File: src/rtl/ex_mem_stage_reg_pkg.sv
// Shared definitions for the EX/MEM pipeline register: control-bit positions,
// the reference payload layout at default widths, and a control gating helper.
package ex_mem_stage_reg_pkg;

    localparam int CTRL_W        = 5;
    localparam int CTRL_MEMREAD  = 4;
    localparam int CTRL_MEMWRITE = 3;
    localparam int CTRL_BRANCH   = 2;
    localparam int CTRL_REGWRITE = 1;
    localparam int CTRL_MEMTOREG = 0;

    // Reference layout for the default 32-bit datapath / 5-bit register address.
    typedef struct packed {
        logic [31:0]       branch_target;
        logic              zero_flag;
        logic [31:0]       alu_result;
        logic [31:0]       read_data2;
        logic [4:0]        write_reg;
        logic [CTRL_W-1:0] ctrl;
    } ex_mem_payload_t;

    // An invalid slot must never present MemWrite/RegWrite downstream.
    function automatic logic [CTRL_W-1:0] ctrl_gate(input logic valid,
                                                    input logic [CTRL_W-1:0] ctrl);
        return valid ? ctrl : '0;
    endfunction

endpackage

File: src/rtl/ex_mem_stage_reg_entry.sv
// One pipeline slot: a valid flag plus payload register with load, unload and clear.
// Priority is reset, then clear, then load, then unload; payload is held unless loaded.
module pipe_skid_entry
    import ex_mem_stage_reg_pkg::*;
#(
    parameter int W = 8
) (
    input  logic         clk,
    input  logic         reset,
    input  logic         clear,
    input  logic         load,
    input  logic         unload,
    input  logic [W-1:0] d,
    output logic         valid,
    output logic [W-1:0] q
);

    logic         valid_reg;
    logic [W-1:0] data_reg;

    always_ff @(posedge clk) begin
        if (reset) begin
            valid_reg <= 1'b0;
            data_reg  <= '0;
        end else if (clear) begin
            valid_reg <= 1'b0;
        end else if (load) begin
            valid_reg <= 1'b1;
            data_reg  <= d;
        end else if (unload) begin
            valid_reg <= 1'b0;
        end
    end

    assign valid = valid_reg;
    assign q     = data_reg;

endmodule

File: src/rtl/ex_mem_stage_reg.sv
// EX/MEM pipeline register with valid/ready flow control, optional skid slot,
// branch flush, forwarding info and a saturating MEM-stall counter.
module ex_mem_stage_reg
    import ex_mem_stage_reg_pkg::*;
#(
    parameter int DATA_W     = 32,
    parameter int REG_ADDR_W = 5,
    parameter int SKID       = 1,
    parameter int CNT_W      = 16
) (
    input  logic                  clk,
    input  logic                  reset,
    input  logic                  flush,
    input  logic                  in_valid,
    output logic                  in_ready,
    input  logic [DATA_W-1:0]     branchTarget,
    input  logic                  zeroFlag,
    input  logic [DATA_W-1:0]     ALUResult,
    input  logic [DATA_W-1:0]     readData2,
    input  logic [REG_ADDR_W-1:0] writeReg,
    input  logic [4:0]            ctrl,
    input  logic                  hit,
    output logic                  out_valid,
    output logic [DATA_W-1:0]     branchTargetOut,
    output logic                  zeroFlagOut,
    output logic [DATA_W-1:0]     ALUResultOut,
    output logic [DATA_W-1:0]     readData2Out,
    output logic [REG_ADDR_W-1:0] writeRegOut,
    output logic [4:0]            ctrlOut,
    output logic                  fwd_valid,
    output logic [CNT_W-1:0]      stall_cnt
);

    typedef struct packed {
        logic [DATA_W-1:0]     branch_target;
        logic                  zero_flag;
        logic [DATA_W-1:0]     alu_result;
        logic [DATA_W-1:0]     read_data2;
        logic [REG_ADDR_W-1:0] write_reg;
        logic [CTRL_W-1:0]     ctrl;
    } payload_t;

    localparam int PW          = $bits(payload_t);
    localparam int NUM_ENTRIES = (SKID != 0) ? 2 : 1;
    localparam logic [CNT_W-1:0] CNT_MAX = '1;

    // Slot 0 is the main entry M driving the outputs; slot 1 is the skid entry S.
    logic [1:0] entry_clear;
    logic [1:0] entry_load;
    logic [1:0] entry_unload;
    logic [1:0] entry_valid;
    payload_t   entry_d [2];
    payload_t   entry_q [2];

    payload_t   in_payload;
    logic       in_fire;
    logic       out_fire;
    logic       m_free;

    logic [CNT_W-1:0] stall_cnt_reg;
    logic [CNT_W-1:0] stall_cnt_next;

    assign in_payload = {branchTarget, zeroFlag, ALUResult, readData2, writeReg, ctrl};

    genvar gi;
    generate
        for (gi = 0; gi < 2; gi++) begin : g_entry
            if (gi < NUM_ENTRIES) begin : g_on
                pipe_skid_entry #(.W(PW)) u_entry (
                    .clk    (clk),
                    .reset  (reset),
                    .clear  (entry_clear[gi]),
                    .load   (entry_load[gi]),
                    .unload (entry_unload[gi]),
                    .d      (entry_d[gi]),
                    .valid  (entry_valid[gi]),
                    .q      (entry_q[gi])
                );
            end else begin : g_off
                assign entry_valid[gi] = 1'b0;
                assign entry_q[gi]     = '0;
            end
        end
    endgenerate

    // With a skid slot, in_ready depends only on the S flop, never on hit.
    assign in_ready = (SKID != 0) ? ~entry_valid[1] : (~entry_valid[0] | hit);
    assign in_fire  = in_valid & in_ready;
    assign out_fire = entry_valid[0] & hit;
    assign m_free   = ~entry_valid[0] | out_fire;

    always_comb begin
        entry_clear  = {2{flush}};
        entry_load   = 2'b00;
        entry_unload = 2'b00;
        entry_d[0]   = in_payload;
        entry_d[1]   = in_payload;
        if (!flush) begin
            if (m_free) begin
                if (entry_valid[1]) begin
                    // Oldest beat lives in S, so it advances before any new input.
                    entry_load[0] = 1'b1;
                    entry_d[0]    = entry_q[1];
                    if (in_fire) begin
                        entry_load[1] = 1'b1;
                    end else begin
                        entry_unload[1] = 1'b1;
                    end
                end else if (in_fire) begin
                    entry_load[0] = 1'b1;
                end else begin
                    entry_unload[0] = 1'b1;
                end
            end else if (in_fire) begin
                entry_load[1] = 1'b1;
            end
        end
    end

    always_comb begin
        stall_cnt_next = stall_cnt_reg;
        if (entry_valid[0] && !hit && (stall_cnt_reg != CNT_MAX)) begin
            stall_cnt_next = stall_cnt_reg + CNT_W'(1);
        end
    end

    // Flush leaves the counter alone: it measures MEM stall time across flushes.
    always_ff @(posedge clk) begin
        if (reset) begin
            stall_cnt_reg <= '0;
        end else begin
            stall_cnt_reg <= stall_cnt_next;
        end
    end

    assign out_valid       = entry_valid[0];
    assign branchTargetOut = entry_q[0].branch_target;
    assign zeroFlagOut     = entry_q[0].zero_flag;
    assign ALUResultOut    = entry_q[0].alu_result;
    assign readData2Out    = entry_q[0].read_data2;
    assign writeRegOut     = entry_q[0].write_reg;
    assign ctrlOut         = ctrl_gate(entry_valid[0], entry_q[0].ctrl);
    assign fwd_valid       = entry_valid[0] & entry_q[0].ctrl[CTRL_REGWRITE]
                           & (entry_q[0].write_reg != '0);
    assign stall_cnt       = stall_cnt_reg;

endmodule

File: config.mk
export PLATFORM = sky130hd
export DESIGN_NAME = ex_mem_stage_reg
export DESIGN_NICKNAME = d
export VERILOG_FILES = /design/src/rtl/ex_mem_stage_reg_pkg.sv /design/src/rtl/ex_mem_stage_reg_entry.sv /design/src/rtl/ex_mem_stage_reg.sv
export SDC_FILE = /design/constraint.sdc
export NUM_CORES = 1
export LEC_CHECK = 0
export ABC_AREA = 1
export CAP_MARGIN = 40
export CELL_PAD_IN_SITES_DETAIL_PLACEMENT = 2
export CELL_PAD_IN_SITES_GLOBAL_PLACEMENT = 2
export CORE_UTILIZATION = 27
export CTS_BUF_LIST = sky130_fd_sc_hd__clkbuf_8
export CTS_CLUSTER_SIZE = 16
export DETAILED_ROUTE_END_ITERATION = 6
export PLACE_DENSITY_LB_ADDON = 0.2
export SLEW_MARGIN = 20
export SYNTH_ARGS = -nofsm -noshare
export SYNTH_HDL_FRONTEND = slang
export SYNTH_HIERARCHICAL = 1
export SYNTH_SLANG_ARGS = --single-unit
File: constraint.sdc
create_clock -name clk -period 2 [get_ports clk]
set_input_delay 0.2 -clock clk [delete_from_list [all_inputs] [get_ports clk]]
set_output_delay 0.2 -clock clk [all_outputs]
set_load 0.005 [all_outputs]
## Word level (Yosys, flattened, before mapping)

Cells that the tools add are included.

| cells by class | value |
|---|---|
| multiply operators | 0 |
| muxes and demuxes | 18 |
| div/mod/pow operators | 0 |
| add/subtract/negate cells | 1 |
| shift-type cells | 0 |
| bitwise operators | 8 |
| equal/unequal tests | 1 |
| reduce and logical (&&, ||, !) cells | 9 |
| order comparisons | 0 |

Operators by type and width:

| kind | number |
|---|---|
| $mux 107 | 2 |
| $add 16x1->16 const B | 1 |
| $ne 16x16->1 const B | 1 |
| $mux 1 | 12 |
| $mux 2 | 3 |
| $mux 5 | 1 |
| $reduce_bool 5->1 | 1 |
| $and 1x1->1 | 4 |
| $reduce_and 2->1 | 2 |
| $reduce_bool 2->1 | 2 |
| $not 1->1 | 3 |
| $logic_and 1x1->1 | 2 |
| $reduce_or 2->1 | 1 |
| $logic_not 1->1 | 1 |
| $or 1x1->1 | 1 |

| word-level totals | value |
|---|---|
| logic and storage cells | 42 |
| memories | 0 |
| output and inout bits | 126 |
| bits in read-only memories | 0 |
| input bits | 112 |
| bits in registers | 232 |
| latch bits | 0 |
| RAM bits | 0 |

## Depth between registers and ports, before layout

Gate-level depths: netlist (run 1).

| depth | value |
|---|---|
| depth after elaboration | 8 |
| depth in mapped cells | 13 |
| mapped depth without buffers | 11 |

## By module

Netlist (run 1), hierarchy kept.

Modules (own cells, without submodules):

| module | instances | area each (µm²) | cells an instance | seq. area each (µm²) |
|---|---|---|---|---|
| pipe_skid_entry | 2 | 4,569.4 | 696 | 2,162.1 |
| ex_mem_stage_reg | 1 | 2,389.8 | 521 | 320.3 |

## Worst setup path after synthesis (run 1)

Ideal clock, no wire load.

| timing | value |
|---|---|
| path kind | reg2reg |
| from | register g_entry[0].g_on.u_entry.valid_reg |
| to | register g_entry[1].g_on.u_entry.data_reg[72] |
| arrival | 1.620 ns |
| required time | 1.887 ns |
| stages on the path, launching flop included | 11 |
| slack | 0.267 ns |
| clock period less this slack | 1.733 ns |
| setup time | 0.113 ns |
| path buffers | 3 |
| path through | dfxtp_1 inv_2 nor2_4 inv_2 nor4_1 buf_2 buf_2 buf_2 nand3_1 nand2_1 nor2_1 |

| between the ends | value |
|---|---|
| longest elaborated chain between the ends | 5 |
| elaborated cells between the ends (all ways) | 6 |
| classes of those cells | mux (2); bitwise (3); reduce/logical (1) |

Ends and longest elaborated chain:

| item | line | RTL |
|---|---|---|
| from (decl) | ex_mem_stage_reg_entry.sv:18 | `logic valid_reg;` |
| from (signal assigned) | ex_mem_stage_reg_entry.sv:23 | `valid_reg <= 1'b0;` |
| from (signal assigned) | ex_mem_stage_reg_entry.sv:26 | `valid_reg <= 1'b0;` |
| from (signal assigned) | ex_mem_stage_reg_entry.sv:28 | `valid_reg <= 1'b1;` |
| $and 1x1->1 / $not 1->1 (equally long branches) | ex_mem_stage_reg.sv:89, ex_mem_stage_reg.sv:90 |  |
| $or 1x1->1 * | ex_mem_stage_reg.sv:90 | `assign m_free = ~entry_valid[0] \| out_fire;` |
| $mux 1 * | ex_mem_stage_reg.sv:99 | `if (m_free) begin` |
| $mux 2 * | ex_mem_stage_reg.sv:98 | `if (!flush) begin` |
| via entry_load[1] | ex_mem_stage_reg.sv:49 | `logic [1:0] entry_load;` |
| $reduce_and 2->1 (no source line) * | -- |  |
| to (signal assigned) | ex_mem_stage_reg_entry.sv:24 | `data_reg <= '0;` |
| to (signal assigned) | ex_mem_stage_reg_entry.sv:29 | `data_reg <= d;` |
| to (decl) | ex_mem_stage_reg_entry.sv:19 | `logic [W-1:0] data_reg;` |

Mark *: on every way through the listed nets, which the timed path passes. The rest lies on a longest branch.
A chain may end at the register's enable or synchronous reset.

## Worst setup path after layout (run 1)

| timing | value |
|---|---|
| from | register g_entry[0].g_on.u_entry.valid_reg |
| to | output port fwd_valid |

| between the ends | value |
|---|---|
| longest elaborated chain between the ends | 2 |

Ends and longest elaborated chain:

| item | line | RTL |
|---|---|---|
| $and 1x1->1 | ex_mem_stage_reg.sv:143 | `assign fwd_valid = entry_valid[0] & entry_q[0].ctrl[CTRL_REGWRITE]` |
| $and 1x1->1 | ex_mem_stage_reg.sv:144 | `& (entry_q[0].write_reg != '0);` |
| to (decl) | ex_mem_stage_reg.sv:30 | `output logic fwd_valid,` |

Every way passes these cells.

==> qor.txt, run 1 <==
CTS Sinks -> 232
Power Dens Cells -> 729 mW/mm^2
CP Depth -> 7
Static leakage -> 7.61 nW
Post-route ant nets -> 0
Crit path max fanout -> 7
Final-layout fill cell count -> 5,118
GRT Util Overall -> 20.9%
Hold Worst Slack -> 251 ps
Final Setup Violations -> 0
CP required -> 1800 ps
Hold crit path type -> primary input to flop
Final net count -> 2,255
Largest net degree at the start of global routing -> 65
Via-to-Cell Ratio -> 4.63
DR vias -> 12,600
Global-route wire length before repair -> 72,600 microns
Main combinational cell family by area after synthesis -> simple AND/OR/NAND/NOR gates
Yosys reg bits -> 232
Arr. time, crit path -> 1680 ps
Top post-synthesis cells by count -> nand2_1 (584), nor2_1 (467), inv_1 (237)
Mapped Nets -> 2,026
H-tree levels -> 2
Sequential cell area -> 0.00465 sq mm
DR WL/cell -> 16.5 microns
Initial Util -> 27.4%
Simple-Gate Fraction of Synth Area -> 45.3%
Yosys cell types -> 28
Slowest CP cell -> dfxtp_2
Fin crit share -> 93.9%
Syn. warnings -> 6
Synth Instances -> 1,913
Final Instance Area -> 0.0158 sq mm
Final wirelength -> 44,900 microns
Die height -> 209 microns
Flop-to-flop setup slack -> 230 ps
Reg2reg end -> stall_cnt[11]
Met1 GRT Util -> 24.2%
Ranking of synthesized cells by area -> dfxtp_1 (40%), nand2_1 (19%), nor2_1 (15%)
Tmin final -> 1880 ps
Yosys top cell area share -> 40.3%
Max incr delay on CP -> 330 ps
Ys flop type -> dfxtp_1
Syn Area/Cell -> 6.03 sq um
Startpoint Class -> flop
Final slew viol count -> 0
Clock latency on the worst-skew pair -> 610 ps
Die Span X -> 209 microns
Placed Area -> 0.0148 sq mm
Crit-path cells -> buf_6 -> nand2_1 -> inv_2 -> buf_4 -> o41ai_2 -> inv_1 -> dlygate4sd2_1
Initial antenna violation count -> 6
Status -> finished clean
Max reg flops -> 214
CTS hold repair buffers -> 0
Number of global-route vias before repair -> 13,600
RSZ-0062 raised after global routing -> false
Register area share after synthesis -> 40.3%
Worst-Margin Slew -> 473 ps
Post-synthesis compound-gate area fraction -> 0.988%
CP Class -> flop to output pin
CTS root buf -> clkbuf_8
Clock Path Buffers -> 3
Hold Startpoint -> writeReg[1]
Buffers on Ports -> 237
Async S/R FF share, synth -> 0%
Synthesized area -> 0.0115 sq mm
1st-iter DRT viols -> 375
Worst Hold Endpoint -> g_entry[1].g_on.u_entry/q[6]
R2R cell count -> 7
First drt pass iteration count -> 4
Total CTS buffers -> 47
Most common cell in the synthesized netlist -> nand2_1
Slew margin rel. -> 68.4%
Post-synthesis mux area share -> 0%
Routability-driven placement congestion ratio -> 0.831
Area of the multi-input gates -> 0.00539 sq mm
Rows -> 75
Number of synthesized flops with an enable pin -> 0
Setup TNS -> 0 ps
Max-cap violations -> 0
# IOs -> 238
Core area -> 0.0420 sq mm
Die area -> 0.0435 sq mm
Total grt overflow -> 0
Largest area contributor in the netlist -> dfxtp_1
GR Util met2 -> 38.2%
Final Hold Fails -> 0
Setup crit end kind -> output pin
Skew final -> 25.5 ps
Hold depth -> 5
DRC violations left -> 0
Detailed-placement wirelength estimate -> 30,500 microns
CTS tree -> yes
Area growth from synthesis to layout -> 37.0%
Cell family with most CP delay -> buffers and inverters
Maximum vdd drop -> 506 uV
Clock-pin slew on the worst setup and hold paths -> 60 ps
Final total power -> 11.5 mW
Met3 Use GR -> 4.91%
Worst r2r src -> stall_cnt[0]
Critical path buffers and inverters -> 5
GRT Max-Usage Layer -> met2
Fmax -> 533 MHz
Synth Area in XOR/XNOR -> 0.152%
Post-Synth Adder-Cell Area -> 0.109%
Layout cells sized above 1 -> 7.02%
[final cells by class]
type | instances | share of cell area, %
Clock buffer | 69 | 6.01
Sequential cell | 232 | 29.4
Inverter | 247 | 5.95
Tap cell | 539 | 4.27
Antenna cell | 1 | 0.0158
Multi-Input combinational cell | 1321 | 34.1
Timing Repair Buffer | 293 | 19.8
Clock inverter | 16 | 0.404
[worst reg2reg max path, cell delays in order, from the launching register on]
cell and delay, ps:
dfxtp_1 410, ha_1 220, nand3_1 170, nor2_2 260, nand2_2 160, nand2_1 240
nand2_1 80, a21oi_1 150
[layout by cell type (no fill, tap or decap), types with 2 or more instances in the layout]
cell type / count
clkdlybuf4s50_1: 231
dfxtp_2: 2
inv_4: 5
clkinv_2: 3
nor2_2: 2
buf_4: 29
o21ai_1: 3
nor2_1: 467
xnor2_1: 2
dfxtp_1: 230
inv_1: 249
clkbuf_8: 69
dlymetal6s2s_1: 3
nand4_1: 4
o21bai_1: 2
nand2_1: 584
a21oi_1: 10
inv_2: 6
nor2_4: 3
buf_12: 26
nor3_1: 2
nand3_1: 229
dlygate4sd2_1: 3
o21ai_0: 4
[metal layers]
layer / vias up / part of all wire, %
met3: 71 / 4.3
met1: 6146 / 43
met4: 8 / 2.1
met5: - / 0.12
met2: 187 / 51
li1: 6160 / -
[stage by stage]
step	worst slack [ps]	util (%)	instances
after floorplan	267	-	1913
after global placement	-11.8	35.1	2631
after detailed placement	-121	35.1	2631
after CTS	4.20	37.5	2717
after global routing	2.78	37.6	2717
final	122	37.6	2718
[logic make-up after synthesis]
family	Yosys count
buf+inv	360
flops	232
simple gates	1297
compound gates	21
fa+ha+maj	1
xor+xnor	2
[worst max path at each step]
| stage | slack [ps] | to | start |
|---|---|---|---|
| finish | 120 | fwd_valid | g_entry[0].g_on.u_entry/valid |
| floorplan | 270 | g_entry[1].g_on.u_entry/q[72] | g_entry[0].g_on.u_entry/valid |
| global placement | -10 | g_entry[0].g_on.u_entry/q[48] | hit |
| global route | 3 | fwd_valid | g_entry[0].g_on.u_entry/valid |
| detailed placement | -120 | g_entry[1].g_on.u_entry/q[17] | hit |
| CTS | 4 | ctrlOut[3] | g_entry[0].g_on.u_entry/valid |
[report_power, final]
part / internal (mW) / switching [mW] / total (mW)
clock: 3.02 / 2.26 / 5.28
sequential: 4.75 / 0.0817 / 4.84
combinational: 0.691 / 0.720 / 1.41
total: 8.46 / 3.06 / 11.5
[timing repair]
item | in CTS | in global routing
pin swaps | 0 | 0
setup buffers | 1 | 0
resized for setup | 8 | 4
setup endpoints to repair | 6 | 4
gates cloned | 0 | 0
Power figures use the tool's default switching activity.
==> inputs of run 2 (changes only) <==
- CORE_UTILIZATION: 27 -> 25
==> run 2 against run 1 <==
Utilization down 2.8 points. Clock-buffer cell count shrank 6. Highest routed layer unchanged. Sequential power hardly changed. Non-clock buffer count decreased by 7. First-iteration DRC count fell by 26%. Largest power group unchanged. Sequential share of layout area about the same. Global-route usage down 1.4 points. Worst setup slack worse by 2.5 ps. Maximum frequency down 0.13%.
==> qor.txt, run 2 (synthesis results as in run 1) <==
Setup crit end kind -> output pin
Reg2reg end -> stall_cnt[4]
RSZ-0062 raised after global routing -> false
Skew final -> 11.2 ps
Switch Pwr -> 3.05 mW
Routability-driven placement congestion ratio -> 0.790
Maximum vdd drop -> 352 uV
Die Span X -> 217 microns
Final Setup Violations -> 0
Sw Share -> 26.7%
Flop-to-flop setup slack -> 220 ps
1st-iter DRT viols -> 277
Final Hold Fails -> 0
Layout cells sized above 1 -> 6.78%
# IOs -> 238
Hold Startpoint -> readData2[23]
Detailed-placement wirelength estimate -> 29,700 microns
Max reg flops -> 214
Fmax -> 532 MHz
Status -> finished clean
Slew margin rel. -> 56.5%
CTS Sinks -> 232
Final net count -> 2,250
Startpoint Class -> flop
First drt pass iteration count -> 4
Final wirelength -> 45,300 microns
Hold crit path type -> primary input to flop
Clock-pin slew on the worst setup and hold paths -> 60 ps
Final slew viol count -> 0
Clock latency on the worst-skew pair -> 620 ps
Total grt overflow -> 0
DRC violations left -> 0
Clock power share -> 45.4%
Final total power -> 11.4 mW
H-tree levels -> 2
Combinational share of power -> 12.2%
Die height -> 217 microns
Die area -> 0.0470 sq mm
Number of global-route vias before repair -> 13,600
Largest net degree at the start of global routing -> 72
Worst Hold Endpoint -> g_entry[1].g_on.u_entry/q[33]
Commonest non-fill, non-tap cell in the layout -> nand2_1
GRT Util Overall -> 19.5%
Worst r2r src -> stall_cnt[1]
R2R cell count -> 7
Power Dens Cells -> 721 mW/mm^2
Fin crit share -> 94.0%
Core area -> 0.0455 sq mm
Clock Path Buffers -> 3
Hold depth -> 5
Initial Util -> 25.3%
DR WL/cell -> 16.4 microns
Initial antenna violation count -> 8
Max-cap violations -> 0
Rows -> 78
Final cell count without fillers -> 2,772
Placed Cells incl. Taps -> 2,685
Worst-Margin Slew -> 651 ps
DR vias -> 12,500
CTS hold repair buffers -> 0
CP Class -> flop to output pin
Tmin final -> 1880 ps
Internal power -> 8.35 mW
CTS root buf -> clkbuf_8
Commonest cells after routing, fill and taps aside -> nand2_1 (584), nor2_1 (467), inv_1 (248)
Total CTS buffers -> 49
CP required -> 1800 ps
Crit path max fanout -> 2
CTS tree -> yes
Post-route ant nets -> 0
Area growth from synthesis to layout -> 37.0%
Sequential Power Share -> 42.4%
Global-route wire length before repair -> 72,300 microns
Buffers on Ports -> 237
Arr. time, crit path -> 1680 ps
Static leakage -> 7.51 nW
Via-to-Cell Ratio -> 4.51
==> run 2: cell types whose count changed in the layout (fill, tap and decap cells not counted), moves of 2 or more <==
cell            before  now
clkbuf_8            69   63
inv_2                6    8
buf_4               29   21
diode_2              1    3
dlymetal6s2s_1       3    0
dlygate4sd2_1        3    5
==> run 2: cell type report <==
type                       instances  area (sq um)
antenna                            3          7.51
clock buffer                      63           867
clock inverter                    20           110
fill                            5590         29700
inverter                         247           940
multi-input combinational       1321          5400
sequential                       232          4650
tap                              600           751
timing repair buffer             286          3070
==> run 2: power by group through the flow <==
stage	combinational [mW]	sequential (mW)	clock [mW]
6_report	1.39	4.83	5.17
5_1_grt	1.56	4.85	5.63
4_1_cts	1.43	4.84	5.43
3_5_place_dp	1.41	4.93	0
3_3_place_gp	1.37	4.93	0
2_1_floorplan	0.641	4.93	0
==> run 2: worst max path at each step <==
stage / startpoint / slack [ps] / end / depth (start not counted)
3_3_place_gp: in_valid / -70 / g_entry[1].g_on.u_entry/q[45] / 8
3_5_place_dp: in_valid / -180 / g_entry[1].g_on.u_entry/q[104] / 8
2_1_floorplan: g_entry[0].g_on.u_entry/valid / 270 / g_entry[1].g_on.u_entry/q[72] / 10
6_report: g_entry[0].g_on.u_entry/q[6] / 120 / fwd_valid / 4
5_1_grt: g_entry[0].g_on.u_entry/q[6] / 30 / fwd_valid / 4
4_1_cts: g_entry[0].g_on.u_entry/q[6] / -30 / fwd_valid / 4
==> run 2: worst max-delay path, cell delays in order (launching register included) <==
cell,delay [ps]
dfxtp_2,320
or2_4,250
o41ai_4,290
inv_1,70
buf_2,130
==> run 2: metal layers <==
metal  global-route usage (%)  part of all wire, %  vias up
li1                         -                    -     6154
met1                     21.9                   43     6078
met2                     36.4                   51      198
met3                     4.64                  4.4       66
met4                     5.19                  1.9        8
met5                        0                 0.11        -
==> run 2: what timing repair did <==
| item | 4_1_cts | 5_1_grt |
|---|---|---|
| gates resized for setup | 19 | 0 |
| cloned | 0 | 0 |
| setup buffers | 1 | 0 |
| pin swaps | 1 | 1 |
| setup endpoints to repair | 7 | 1 |
==> run 2: stage by stage <==
stage / setup TNS [ps] / setup slack [ps] / cell area, sq um / hold slack [ps] / utilization [%]
2_1_floorplan: 0 / 267 / 11500 / 269 / -
3_3_place_gp: -4730 / -66.0 / 14800 / 462 / 32.5
3_5_place_dp: -16350 / -185 / 14800 / 474 / 32.5
4_1_cts: -29.4 / -29.4 / 15800 / 180 / 34.7
5_1_grt: 0 / 32.0 / 15800 / 221 / 34.7
6_report: 0 / 120 / 15800 / 241 / 34.7
==> inputs of run 3 (changes only) <==
- CELL_PAD_IN_SITES_DETAIL_PLACEMENT: 2 -> 0
- CELL_PAD_IN_SITES_GLOBAL_PLACEMENT: 2 -> 1
- SYNTH_HIERARCHICAL: 1 -> unset
==> run 3 against run 2 <==
Maximum frequency fell by 1.8%. Non-clock buffer count fell by 3. Clock power fell by 7.0%. Routed wire length fell by 25%. First-iteration DRC count rose by 60%. Clock skew rose by 3.3 ps. Via count fell by 25%. Flip-flop and latch count did not move. Sequential share of layout area rose by 4.8 points. Critical path type unchanged. Critical endpoint is now ctrlOut[1].
==> qor.txt, run 3 <==
Dpl ws -> -10.4 ps
CTS tree -> yes
Routability-driven placement congestion ratio -> 0.741
Yosys top cell area share -> 45.2%
Met1 GRT Util -> 21.1%
Hold crit path type -> primary input to flop
Maximum vdd drop -> 427 uV
Layout cells sized above 1 -> 7.60%
Post-Synth Adder-Cell Area -> 0.122%
Hold Worst Slack -> 170 ps
GRT Util Overall -> 16.0%
Met3 Use GR -> 4.20%
GR Util met2 -> 24.9%
Initial antenna violation count -> 4
Arr. time, crit path -> 1710 ps
Synthesized area -> 0.0103 sq mm
Die height -> 205 microns
CP Class -> flop to output pin
Area growth from synthesis to layout -> 32.3%
Die Span X -> 205 microns
Number of global-route vias before repair -> 9,224
Placed Area -> 0.0126 sq mm
Final Instance Area -> 0.0136 sq mm
Tmin final -> 1910 ps
Final total power -> 10.8 mW
Final Setup Violations -> 0
Ranking of synthesized cells by area -> dfxtp_1 (45%), o21ai_0 (15%), nor2_1 (12%)
Main combinational cell family by area after synthesis -> compound AO/OA/AOI/OAI gates
CTS Sinks -> 232
H-tree levels -> 2
Largest net degree at the start of global routing -> 82
DRC violations left -> 0
Max reg flops -> 214
Final wirelength -> 33,800 microns
Yosys reg bits -> 232
Fin crit share -> 95.7%
Ys flop type -> dfxtp_1
Setup TNS -> 0 ps
Final core utilization -> 33.9%
Clock Path Buffers -> 3
Skew final -> 14.5 ps
RSZ-0062 raised after global routing -> false
Max-cap violations -> 0
Register area share after synthesis -> 45.2%
DR vias -> 9,413
Simple-Gate Fraction of Synth Area -> 18.1%
Post-synthesis compound-gate area fraction -> 22.7%
Power Dens Cells -> 799 mW/mm^2
Post-route ant nets -> 0
DR WL/cell -> 16.1 microns
Initial Util -> 25.6%
Largest area contributor in the netlist -> dfxtp_1
Buffers on Ports -> 237
Mapped Nets -> 1,539
Slew margin rel. -> 66.5%
CTS hold repair buffers -> 0
Final cell count without fillers -> 2,105
Global-route wire length before repair -> 52,400 microns
Top post-synthesis cells by count -> nor2_1 (324), o21ai_0 (303), dfxtp_1 (232)
# IOs -> 238
Syn Area/Cell -> 7.20 sq um
Async S/R FF share, synth -> 0%
Total CTS buffers -> 46
CP required -> 1800 ps
1st-iter DRT viols -> 443
Via-to-Cell Ratio -> 4.47
Synth Instances -> 1,426
Die area -> 0.0419 sq mm
Crit path max fanout -> 7
Commonest cells after routing, fill and taps aside -> nor2_1 (323), o21ai_0 (303), clkdlybuf4s50_1 (236)
Clock-pin slew on the worst setup and hold paths -> 60 ps
Final slew viol count -> 0
Clock latency on the worst-skew pair -> 590 ps
Yosys cell types -> 21
Post-synthesis mux area share -> 0%
Final Hold Fails -> 0
Number of synthesized flops with an enable pin -> 0
Static leakage -> 5.18 nW
Setup crit end kind -> output pin
GRT Max-Usage Layer -> met2
Most common cell in the synthesized netlist -> nor2_1
Syn. warnings -> 0
Core area -> 0.0401 sq mm
First drt pass iteration count -> 5
Total grt overflow -> 0
Detailed-placement wirelength estimate -> 20,700 microns
CTS root buf -> clkbuf_8
Commonest non-fill, non-tap cell in the layout -> nor2_1
Synth Area in XOR/XNOR -> 0%
Rows -> 73
Status -> finished clean
Placed Cells incl. Taps -> 2,022
Final worst setup slack -> 86.3 ps
Worst-Margin Slew -> 502 ps
Final net count -> 1,663
Fmax -> 523 MHz
Startpoint Class -> flop
## run 3: cell types whose count changed after synthesis, moves of 9 or more
cell and change:
nand2_1 -451, o21ai_0 +299, nand3_1 -215, inv_1 -197
nor2_1 -143, a21oi_1 +130, buf_4 +112, o21ai_1 +16
clkbuf_1 +15, buf_2 -12, buf_6 -10, buf_1 -9
## run 3: routing by layer
metal / share of wire [%] / wire length, microns
met2: 45 / 15100
met4: 2.3 / 769
met3: 6.1 / 2050
met5: 0.074 / 25
met1: 47 / 15900
## run 3: cells by family after synthesis
kind of cell / count (synthesis)
and+or+nand+nor: 480
AOI/OAI and AO/OA: 464
buffers and inverters: 249
DFF: 232
adders and majority gates: 1
## run 3: critical path, stage by stage (launching register included)
cell and delay [ps]:
dfxtp_2 340, buf_6 130, nand2_1 60, inv_2 80
clkdlybuf4s50_1 510
## run 3: final cells by class
class	instances	area [sq um]
Fill cell	4253	26500
Clock inverter	18	98.8
Multi-Input combinational cell	945	4210
Tap cell	525	657
Antenna cell	2	5.00
Sequential cell	232	4650
Inverter	42	168
Clock buffer	58	798
Timing Repair Buffer	283	2990
## run 3: worst paths after layout
check / start / endpoint / slack, ps / depth (start not counted)
max: g_entry[0].g_on.u_entry.valid / ctrlOut[1] / 90 / 4
min: branchTarget[28] / g_entry[1].g_on.u_entry.q[103] / 170 / 3
max reg2reg: stall_cnt[0] / stall_cnt[7] / 290 / 7
min reg2reg: g_entry[1].g_on.u_entry.q[85] / g_entry[0].g_on.u_entry.q[85] / 480 / 2
## run 3: power breakdown
part	internal (mW)	switching [mW]	leakage (nW)	total, mW
registers	4.79	0.0882	1.89	4.88
clock network	2.70	2.11	0.515	4.81
logic	0.640	0.508	2.78	1.15
total	8.13	2.71	5.18	10.8
## run 3: repair_timing
action,in CTS,in global routing
pin swaps,1,1
cloned,2,0
endpoints found under the setup margin,7,1
setup buffers,3,0
gates resized for setup,11,0
==> edit 1 (config.mk and constraints of run 2) <==
Reset style: asynchronous (`reset`), changed in 2 clocked blocks.
--- a/src/rtl/ex_mem_stage_reg_entry.sv
+++ b/src/rtl/ex_mem_stage_reg_entry.sv
@@ -20,3 +20,3 @@
 
-    always_ff @(posedge clk) begin
+    always_ff @(posedge clk or posedge reset) begin
         if (reset) begin
--- a/src/rtl/ex_mem_stage_reg.sv
+++ b/src/rtl/ex_mem_stage_reg.sv
@@ -127,3 +127,3 @@
     // Flush leaves the counter alone: it measures MEM stall time across flushes.
-    always_ff @(posedge clk) begin
+    always_ff @(posedge clk or posedge reset) begin
         if (reset) begin
Function: differs if reset is asserted again (counterexample within 4 cycles, from zero or initial values and one cycle with reset high); with reset held inactive, the same outputs for 4 cycles.
==> edit 1 against run 2 <==
Wire length decreased by 6.9%; register-to-register slack got worse by 0.10 ns; critical endpoint is now ctrlOut[2]; global-route usage decreased by 0.36 points; design area decreased by 3.8%; setup slack got worse by 0.027 ns; area after synthesis decreased by 3.7%; worst hold slack got worse by 0.14 ns; sequential cell count unchanged; critical path depth unchanged.
Power is not compared: it rests on default switching activity, and its combinational part moved more than twofold at a synthesized area within 25%.
==> edit 1: results (changes against run 2) <==
route:
  wl_per_cell_um: 18.19  # was 16.35 um
  viasPerCell: 4.590  # was 4.511
  drt-pass1-iter-count: 4  # unchanged
  dr.first_iter.drc_count: 295  # was 277
placed_design:
  dp.final_hpwl_um: 27010  # was 29710 um
  routabilityCongestion: 0.7270  # was 0.7902
  post-place-ws_ns: -0.02809  # was -0.1850 ns
  placedInstanceArea_um2: 14250  # was 14790 um^2
  dp_cells: 2235  # was 2685
logic_synthesis:
  syn_nets: 1578  # was 2026
  synth_cells: 1465  # was 1913
  ys_seq_area_share_pct: 52.29  # was 40.29%
  async_flop_share_pct: 100.0  # was 0%
  ys_top_cells_by_count: "nand2_1 (822), dfrtp_1 (232), nand3_1 (226)"  # was nand2_1 (584), nor2_1 (467), inv_1 (237)
  synth_ff_type: "dfrtp_1"  # was dfxtp_1
  yosysUniqueCellTypes: 26  # was 28
  synth_area_leaders: "dfrtp_1 (52%), nand2_1 (28%), nand3_1 (10%), buf_2 (2.4%), buf_4 (1.5%)"  # was dfxtp_1 (40%), nand2_1 (19%), nor2_1 (15%), nand3_1 (9.9%), inv_1 (7.7%)
status:
  status: "completed"  # unchanged
clock_tree:
  htree_levels: 2  # unchanged
  cts_max_path_buffers: 3  # unchanged
  worst_skew_pair.late_latency_ns: 0.61
  cts_buffers: 46  # was 49
sta:
  worst_pin_slew_ns: 0.4828  # was 0.6505 ns
  skew_ns: 0.01825  # was 0.01123 ns
worst_setup_path:
  cp_max_fo: 7  # was 2
  crit_type: "register to primary output"  # unchanged
  crit_arrival_ns: 1.71  # was 1.68 ns
layout:
  fillers: 4982  # was 5590
  fin_nets: 1813  # was 2250
  fin_area_um2: 15190  # was 15800 um^2
  final_cells: 2318  # was 2772
  drive_gt1_share_pct: 7.630  # was 6.777%
global_route:
  grt_pass1_vias: 11770  # was 13.60k
  track_usage_pct: 19.13  # was 19.48%
  grt_start_max_net_pins: 68  # was 72
  grt_antenna_before_repair: 4  # was 8
  grt_pass1_wl_um: 66810  # was 72320 um
pwr:
  vdd_drop_max_mv: 0.3739
hold_path:
  min_path_type: "input pin to asynchronous set/reset pin"  # was input pin to register
-- edit 1: changes by cell type after synthesis, moves of 6 or more --
cell / run 2 / this run
clkbuf_1: 41 / 2
buf_2: 41 / 54
inv_2: 10 / 2
nand2_1: 584 / 822
dfrtp_1: 0 / 232
nor2_1: 467 / 21
dfxtp_1: 232 / 0
buf_1: 10 / 4
buf_4: 9 / 22
o21ai_2: 0 / 9
inv_1: 237 / 33
a21oi_1: 11 / 1
-- edit 1: area by class of cell --
| cell class | instances | share of cell area [%] |
|---|---|---|
| antenna | 3 | 0.04941 |
| clock buffer | 62 | 5.616 |
| clock inverter | 16 | 0.4035 |
| inverter | 36 | 0.9881 |
| multi-input combinational | 1104 | 30.22 |
| sequential | 232 | 38.21 |
| tap | 585 | 4.817 |
| timing repair buffer | 280 | 19.70 |
-- edit 1: power groups by stage --
stage	Combinational, uW	Sequential, uW	Clock [uW]
2_1_floorplan	1250	6180	0
3_3_place_gp	3040	6220	0
3_5_place_dp	3160	6260	0
4_1_cts	3180	6190	5160
5_1_grt	3470	6280	5370
6_report	3100	6170	4930
-- edit 1: timing repair --
item,4_1_cts,5_1_grt
gates resized for setup,5,2
setup endpoints to repair,7,3
setup buffers,1,1
-- edit 1: final timing paths --
check	from	to	slack, ns	depth (start not counted)
worst min-delay path	reset	stall_cnt[1]	0.1	3
worst max register to register	g_entry[0].g_on.u_entry/valid	g_entry[0].g_on.u_entry/q[93]	0.12	8
worst min register to register	g_entry[0].g_on.u_entry/q[71]	g_entry[0].g_on.u_entry/q[71]	0.47	2
max in group asynchronous	reset	g_entry[0].g_on.u_entry/q[35]	1.44	3
worst max-delay path	g_entry[0].g_on.u_entry/valid	ctrlOut[2]	0.09	4
min in group clk	ALUResult[6]	g_entry[1].g_on.u_entry/q[48]	0.18	3
-- edit 1: cell families after synthesis --
family / synth area share, %
AND/OR/NAND/NOR: 39.84
flip-flops: 52.29
buffers and inverters: 6.503
AO/OA/AOI/OAI: 0.9354
XOR/XNOR: 0.3156
adder cells (fa/ha/maj): 0.1127
-- edit 1: routing by layer --
| metal | track usage (%) | vias up | wire length [um] |
|---|---|---|---|
| met5 | 0 | - | 23 |
| met4 | 5.086 | 4 | 849 |
| met3 | 4.824 | 61 | 2194 |
| met2 | 32.51 | 194 | 20450 |
| met1 | 24.00 | 5333 | 18660 |
| li1 | - | 5048 | - |
-- edit 1: critical path: stages (launching register included) --
cell,delay [ns]
dfrtp_1,0.37
buf_6,0.14
nand2_1,0.07
inv_1,0.05
clkdlybuf4s50_1,0.48
==> edit 2 (config.mk and constraints of run 2) <==
Made on the original files. The parameter `CNT_W` goes from 16 to 12.
--- a/src/rtl/ex_mem_stage_reg.sv
+++ b/src/rtl/ex_mem_stage_reg.sv
@@ -8,3 +8,3 @@
     parameter int SKID       = 1,
-    parameter int CNT_W      = 16
+    parameter int CNT_W      = 12
 ) (
Interface: changed (resized stall_cnt); port bits go from 238 to 234. No check against the original RTL was run, so the function may have changed too.
==> edit 2 against run 2 <==
Wire length decreased by 3.0%; utilization about the same; total power decreased by 3.2%; sequential power decreased by 2%; worst hold slack got worse by 0.0036 ns; area after synthesis decreased by 2.6%; fmax decreased by 1.1%; setup slack got worse by 0.021 ns; sequential cell count decreased by 4; design area decreased by 2.8%; synthesized cell count decreased by 2.8%; largest power group unchanged.
==> edit 2: results (changes against run 2) <==
global_route:
  met2_usage_pct: 34.38  # was 36.37%
  grt_pass1_wl_um: 69390  # was 72320 um
  grt_start_max_net_pins: 87  # was 72
  grt_antenna_before_repair: 1  # was 8
  track_usage_pct: 19.41  # was 19.48%
  met1_usage_pct: 23.01  # was 21.88%
  grt_use_met3_pct: 4.950  # was 4.640%
layout:
  n_all_inverters: 245  # was 247
  fillers: 5332  # was 5590
  post-route-util_pct: 34.71  # was 34.74%
  fin_nets: 2190  # was 2250
  multi_input_cells: 1272  # was 1321
  signal_buffers: 282  # was 286
  drive_gt1_share_pct: 6.449  # was 6.777%
  multi_input_area_um2: 5177  # was 5404 um^2
  layout.nonclk_buf_share_pct: 19.56  # was 19.44%
  register_area_um2: 4567  # was 4648 um^2
  nClkBuffers: 61  # was 63
  antenna_cells: 0  # was 3
route:
  dr.first_iter.drc_count: 300  # was 277
  wl_per_cell_um: 16.27  # was 16.35 um
  dr_wl_met3_um: 2191  # was 1978 um
  vias: 12060  # was 12.50k
  routedLengthMet1_um: 19330  # was 19320 um
  dr_wl_met2_um: 21540  # was 23130 um
  viasPerCell: 4.466  # was 4.511
placed_design:
  placedInstanceArea_um2: 14390  # was 14790 um^2
  dp.final_hpwl_um: 29210  # was 29710 um
  routabilityCongestion: 0.7910  # was 0.7902
  dp_cells: 2619  # was 2685
  portBuffers: 233  # was 237
pwr:
  p_int_uw: 8034  # was 8347 uW
  power.switching_uw: 2993  # was 3046 uW
  vdd_drop_max_mv: 0.4583  # was 0.3518 mV
  p_clk_share_pct: 44.5  # was 45.4%
  p_leak_uw: 0.007379  # was 0.007511 uW
worst_setup_path:
  cp_max_fo: 7  # was 2
  slowest_delay_ns: 0.49  # was 0.32 ns
  crit_arrival_ns: 1.70  # was 1.68 ns
status:
  status: "completed"  # unchanged
logic_synthesis:
  synth_area_leaders: "dfxtp_1 (41%), nand2_1 (19%), nor2_1 (15%), nand3_1 (9.9%), inv_1 (7.9%)"  # was dfxtp_1 (40%), nand2_1 (19%), nor2_1 (15%), nand3_1 (9.9%), inv_1 (7.7%)
  ys_top_cells_by_count: "nand2_1 (565), nor2_1 (453), inv_1 (237)"  # was nand2_1 (584), nor2_1 (467), inv_1 (237)
  yosysUniqueCellTypes: 23  # was 28
  synth.avg_cell_area_um2: 6.035  # was 6.026 um^2
  synth-seq-cells: 228  # was 232
sta:
  skew_ns: 0.03317  # was 0.01123 ns
  worst_pin_slew_ns: 0.5084  # was 0.6505 ns
clock_tree:
  cts_buffers: 48  # was 49
[edit 2: worst paths after layout]
path                                                startpoint                             end  slack (ns)  cells past startpoint
worst max-delay path             g_entry[0].g_on.u_entry/valid                      ctrlOut[3]         0.1                      4
worst min-delay path                              ALUResult[7]   g_entry[1].g_on.u_entry/q[49]        0.24                      5
worst max register to register   g_entry[0].g_on.u_entry/valid   g_entry[0].g_on.u_entry/q[23]        0.14                      8
worst min register to register  g_entry[0].g_on.u_entry/q[103]  g_entry[0].g_on.u_entry/q[103]        0.48                      2
[edit 2: logic make-up (layout without fill, tap and decap cells)]
logic type	count (synthesis)	in the layout	share of synthesized area, %
compound gates	20	20	0.9586
fa+ha+maj	1	1	0.1115
buf+inv	360	609	13.60
flops	228	228	40.66
simple gates	1251	1251	44.67
[edit 2: repair_timing]
item	CTS	global route
setup endpoints to repair	6	3
buffers inserted	0	0
hold buffers	0	0
gates resized for setup	12	7
pin swaps	0	1
